--- config.mk ---
export PLATFORM = sky130hd
export DESIGN_NAME = dafx_preset_sequencer
export DESIGN_NICKNAME = d
export VERILOG_FILES = /design/src/rtl/dafx_preset_sequencer.sv
export SDC_FILE = /design/constraint.sdc
export NUM_CORES = 2
export LEC_CHECK = 0
export ABC_AREA = 0
export BUFFER_PORTS_ARGS = -buffer_cell sky130_fd_sc_hd__buf_2
export CORE_MARGIN = 2
export CORE_UTILIZATION = 55
export DETAILED_ROUTE_END_ITERATION = 6
export MAX_ROUTING_LAYER = met4
export PLACE_DENSITY = 0.75
export SLEW_MARGIN = 40
export SYNTH_ARGS = -nofsm -noshare
export SYNTH_HDL_FRONTEND = slang
export SYNTH_SLANG_ARGS = --single-unit
--- constraint.sdc ---
create_clock -name clk -period 48.9 [get_ports clk]
set_clock_uncertainty 0.2 [all_clocks]
set_input_delay 12.225 -clock clk [delete_from_list [all_inputs] [get_ports clk]]
set_output_delay 12.225 -clock clk [all_outputs]
set_load 0.02 [all_outputs]
--- src/rtl/dafx_preset_sequencer.sv ---
// dafx_preset_sequencer
// Holds a table of (address, data) register writes and, on a start pulse, replays
// entries 0..n-1 in order as single-beat AXI4 write transactions. Only one write is
// outstanding at a time. A non-OKAY response or an abort request ends the sequence
// after the current transaction completes.
//
// Ports:
//   clk, rst                  clock, asynchronous active-high reset
//   cfg_we/idx/addr/data      table write port, accepted only while cfg_ready
//   cfg_ready                 table writable (not busy)
//   start, count, abort       sequence control
//   busy, done                status; done is a one-cycle completion pulse
//   error, aborted, err_idx   sticky result of the last sequence
//   aw*/w*/b*                 AXI4 write address, write data and response channels
module dafx_preset_sequencer #(
  parameter int unsigned AXI_ADDR_WIDTH_P = 16,
  parameter int unsigned AXI_DATA_WIDTH_P = 64,
  parameter int unsigned AXI_ID_WIDTH_P   = 4,
  parameter logic [AXI_ID_WIDTH_P-1:0] AXI_ID_P = '0,
  parameter int unsigned DEPTH_P          = 16,
  localparam int unsigned IDX_W  = $clog2(DEPTH_P),
  localparam int unsigned CNT_W  = $clog2(DEPTH_P + 1),
  localparam int unsigned STRB_W = AXI_DATA_WIDTH_P / 8
) (
  input  logic                        clk,
  input  logic                        rst,
  input  logic                        cfg_we,
  input  logic [IDX_W-1:0]            cfg_idx,
  input  logic [AXI_ADDR_WIDTH_P-1:0] cfg_addr,
  input  logic [AXI_DATA_WIDTH_P-1:0] cfg_data,
  output logic                        cfg_ready,
  input  logic                        start,
  input  logic [CNT_W-1:0]            count,
  input  logic                        abort,
  output logic                        busy,
  output logic                        done,
  output logic                        error,
  output logic                        aborted,
  output logic [IDX_W-1:0]            err_idx,
  output logic [AXI_ID_WIDTH_P-1:0]   awid,
  output logic [AXI_ADDR_WIDTH_P-1:0] awaddr,
  output logic [7:0]                  awlen,
  output logic [2:0]                  awsize,
  output logic [1:0]                  awburst,
  output logic                        awvalid,
  input  logic                        awready,
  output logic [AXI_DATA_WIDTH_P-1:0] wdata,
  output logic [STRB_W-1:0]           wstrb,
  output logic                        wlast,
  output logic                        wvalid,
  input  logic                        wready,
  input  logic [1:0]                  bresp,
  input  logic                        bvalid,
  output logic                        bready
);

  typedef enum logic [1:0] {StIdle, StSend, StWaitB} state_e;

  state_e                      state_q;
  logic [AXI_ADDR_WIDTH_P-1:0] addr_q [DEPTH_P];
  logic [AXI_DATA_WIDTH_P-1:0] data_q [DEPTH_P];
  logic [IDX_W-1:0]            ptr_q;
  logic [CNT_W-1:0]            n_q;
  logic                        abort_q;
  logic                        awvalid_q, wvalid_q, bready_q, done_q;
  logic                        error_q, aborted_q;
  logic [IDX_W-1:0]            err_idx_q;

  logic [CNT_W-1:0] n_start;
  logic             abort_flag;
  logic             last_entry;

  always_comb begin
    n_start    = (count > CNT_W'(DEPTH_P)) ? CNT_W'(DEPTH_P) : count;
    // An abort arriving in the same cycle as the final response still counts.
    abort_flag = abort_q | abort;
    last_entry = (CNT_W'(ptr_q) == (n_q - CNT_W'(1)));
  end

  assign busy      = (state_q != StIdle);
  assign cfg_ready = ~busy;
  assign done      = done_q;
  assign error     = error_q;
  assign aborted   = aborted_q;
  assign err_idx   = err_idx_q;

  // The table cannot change while busy, so these stay stable under back-pressure.
  assign awid    = AXI_ID_P;
  assign awaddr  = addr_q[ptr_q];
  assign awlen   = 8'd0;
  assign awsize  = 3'($clog2(STRB_W));
  assign awburst = 2'b01;
  assign awvalid = awvalid_q;
  assign wdata   = data_q[ptr_q];
  assign wstrb   = '1;
  assign wlast   = 1'b1;
  assign wvalid  = wvalid_q;
  assign bready  = bready_q;

  always_ff @(posedge clk or posedge rst) begin
    if (rst) begin
      for (int i = 0; i < int'(DEPTH_P); i++) begin
        addr_q[i] <= '0;
        data_q[i] <= '0;
      end
    end else if (cfg_we && cfg_ready) begin
      addr_q[cfg_idx] <= cfg_addr;
      data_q[cfg_idx] <= cfg_data;
    end
  end

  always_ff @(posedge clk or posedge rst) begin
    if (rst) begin
      state_q   <= StIdle;
      ptr_q     <= '0;
      n_q       <= '0;
      abort_q   <= 1'b0;
      awvalid_q <= 1'b0;
      wvalid_q  <= 1'b0;
      bready_q  <= 1'b0;
      done_q    <= 1'b0;
      error_q   <= 1'b0;
      aborted_q <= 1'b0;
      err_idx_q <= '0;
    end else begin
      done_q <= 1'b0;
      if (state_q != StIdle && abort) abort_q <= 1'b1;
      unique case (state_q)
        StIdle: begin
          if (start) begin
            error_q   <= 1'b0;
            aborted_q <= 1'b0;
            err_idx_q <= '0;
            ptr_q     <= '0;
            abort_q   <= 1'b0;
            n_q       <= n_start;
            if (n_start == '0) begin
              done_q <= 1'b1;
            end else begin
              state_q   <= StSend;
              awvalid_q <= 1'b1;
              wvalid_q  <= 1'b1;
            end
          end
        end
        StSend: begin
          // Each channel drops independently after its own handshake.
          if (awready) awvalid_q <= 1'b0;
          if (wready)  wvalid_q  <= 1'b0;
          if ((!awvalid_q || awready) && (!wvalid_q || wready)) begin
            state_q  <= StWaitB;
            bready_q <= 1'b1;
          end
        end
        StWaitB: begin
          if (bvalid) begin
            bready_q <= 1'b0;
            if (bresp != 2'b00) begin
              error_q   <= 1'b1;
              err_idx_q <= ptr_q;
              aborted_q <= abort_flag;
              done_q    <= 1'b1;
              state_q   <= StIdle;
            end else if (last_entry || abort_flag) begin
              aborted_q <= abort_flag;
              done_q    <= 1'b1;
              state_q   <= StIdle;
            end else begin
              ptr_q     <= ptr_q + 1'b1;
              awvalid_q <= 1'b1;
              wvalid_q  <= 1'b1;
              state_q   <= StSend;
            end
          end
        end
        default: state_q <= StIdle;
      endcase
    end
  end

endmodule

==> impl_results.md <==
- Unique masters post-synth: 47
- Total wire length: 136.3 mm
- # DRC: 0
- Max-slew violations: 0
- Status: completed
- Worst EP arrival: around 5000 ps
- Initial antenna violation count: 29
- I/O pin count: between 200 and 250
- Cell count after synthesis: approximately 3,400
- Tcrit/Tclk final: approximately 36%
- Startpoint Class: flop
- Yosys warning count: 0
- Storage cell area: 32,600 um2
- Crit-path slowest cell: dfrtp_4
- First drt pass iteration count: 5
- Seq/Total Area, Yosys: between 50% and 60%
- Primary FF master, synth: dfrtp_1
- Worst-margin pin slew: approximately 830 ps
- GP Congestion: around 0.77
- Die X: around 330 um
- WL/cell: ~27 um
- DP HPWL: 74.78 mm
- Max H-tree Level: 4
- Clock-pin slew on the worst setup and hold paths: roughly 60 ps
- Core area: ~110,000 um2
- Kind of critical path: reg2out
- Mean Syn Cell Area: about 17 um2
- Max-cap viol count: 0
- Largest net degree at the start of global routing: ~110
- Post-CTS Hold Buffers: 0
- Initial Util: ~56%
- Drt initial violations: 2,021
- Vias in the first global route: ~33,000
- Clock latency at the later pin of the worst-skew pair: 730 ps
- Minimum clock period: 17,410 ps
- Async S/R FF share, synth: 100.0%
- Area taken by multi-input logic gates: approximately 25,000 um2
- Final setup viols: 0
- Die Ht: about 330 um
- Synth Register Bits: between 1,000 and 1,500
- CTS max path bufs: 3
- Fin nets: 3,628
- RSZ-0062 raised after global routing: no
- Critical-path cell list: buf_12, buf_16, buf_6, buf_6, mux4_2, mux4_2, buf_2
- Commonest cells post-synth: 1,302 x dfrtp_1, 1,186 x mux2_2, 400 x mux4_2
- Count leader, synth: dfrtp_1
- Crit path required time: roughly 36,000 ps
- Share of layout cells above drive strength 1: roughly 60%
- Post_cts resized: 0
- Max VDD drop: between 0.02 and 0.03 mV
- CP max FO: 46
- Worst path max stage delay: around 820 ps
- Yosys top cell area share: between 50% and 60%
- Total number of vias: roughly 31,000
- CTS tree: built
- Routed vias/inst: a little over 6
- Clock Sinks: 1,302
- Overflow after GRT: 0
- Post-synth EDFFs: 0
- Yosys top cell by area: dfrtp_1
- Setup TNS: 0 ps
- Max Fclk: between 0.05 and 0.06 GHz
- Synth area leaders: dfrtp_1 55%, mux2_2 23%, mux4_2 15%
- Post-CTS setup buffers: 0
- IO buf count: 190
- Final WS setup: roughly 31,000 ps
- First-pass GRT wire length: about 210 mm
- GRT Total Usage: roughly a quarter
- Pwr dens: 59.04 nW/um2
- Area Growth Syn to Fin: 11.64%
- Pre-CTS WS: roughly 32,000 ps
- R2R Setup Slk: 44,370 ps
- Min-Delay Path Class: reg2reg
- Die Area: ~110,000 um2
- Slew HR: 44.67%
- Clk root buf: clkbuf_16
- Crit. End Element: output pin
- CTS buffer count: around 140
- Synthesized cell area: a little under 60,000 um2
- Cell Rows: between 100 and 150
- Number of fill cells: about 7,500
- Leak pwr: between 20 and 30 nW
- Final Hold Fails: 0
- Detail Route Antenna Nets: 0
==> per-stage QoR <==
stage	utilization (%)	cells	hold WS, ps	instance area [um2]	power (mW)
global route	62.09	5044	296.5	65540	4.075
floorplan	-	3465	253.3	58800	2.594
detailed placement	57.57	4776	271.2	60780	2.837
CTS	61.90	5016	285.8	65350	3.898
global placement	57.27	4767	258.1	60450	2.776
finish	62.09	5045	280.4	65550	3.870
==> power by group <==
part,internal (mW),switching [mW]
Sequential,1.58,0.251
Combinational,0.642,0.348
Clock,0.621,0.428
==> critical path: cells and delay by family (launching register included) <==
family | cells | cell delay [ps]
buffers and inverters | 5 | 2030
DFF | 1 | 820
muxes | 2 | 1160
==> cells by family (layout without fill, tap and decap cells) <==
kind of cell	count (synthesis)	count (layout)	share of synthesized area, %
muxes	1683	1683	40.46
AOI/OAI and AO/OA	35	35	0.3964
buffers and inverters	340	504	2.849
and+or+nand+nor	72	72	0.6671
adders and majority gates	2	2	0.04262
other	2	51	0.01279
xor gates and xnor gates	5	5	0.07461
DFF	1302	1302	55.50
==> layout make-up <==
class | count | area share, %
well taps | 1391 | 2.655
clock inverters | 40 | 0.6834
diodes | 25 | 0.09545
flip-flops and latches | 1302 | 49.73
clock buffers | 200 | 6.286
inverters | 8 | 0.05345
repair buffers | 256 | 2.764
multi-input cells | 1823 | 37.73
==> path summary, 6_finish.rpt <==
| path | cells after the start | start | end |
|---|---|---|---|
| min in group asynchronous | 2 | rst | data_q[970] |
| max in group asynchronous | 7 | rst | data_q[408] |
| hold / removal | 1 | error | error |
| setup reg to reg | 7 | state_q[1] | data_q[282] |
| setup / recovery | 7 | ptr_q[0] | wdata[15] |
| hold reg to reg | 1 | error | error |
==> sequential cells by signal, indices dropped and copies added, names as in the netlist <==
register,cells
state_q,2
ptr_q,4
error,1
err_idx,4
aborted,1
data_q,1024
addr_q,256
bready,1
awvalid,1
done,1
wvalid,1
n_q,5
abort_q,1
==> cells in the final DEF, fill, tap and decap left out, drive strengths merged, types with 2 or more instances in the layout <==
cell type  synthesis  layout
a21oi              4       4
a22o               6       6
a31oi              4       4
buf              189     256
bufinv             0       7
clkbuf           143     200
clkinv             1      26
clkinvlp           0       3
conb               2      26
dfrtp           1302    1302
diode              0      25
ha                 2       2
inv                7      12
mux2            1281    1281
mux2i              2       2
mux4             400     400
nand2             20      20
nand2b             9       9
nand3              3       3
nand4b             2       2
nor2              17      17
nor2b              6       6
nor3               5       5
nor4b              2       2
o211ai             2       2
o21ai             12      12
xnor2              3       3
xor2               2       2
==> layer usage <==
layer | vias up | global-route usage (%) | routed length, um
met5 | - | - | 0
met4 | 0 | 6.610 | 2663
met3 | 175 | 6.294 | 8148
met2 | 638 | 39.66 | 64340
met1 | 17080 | 37.56 | 61140
li1 | 13080 | - | -
(Power assumes the default switching activity.)
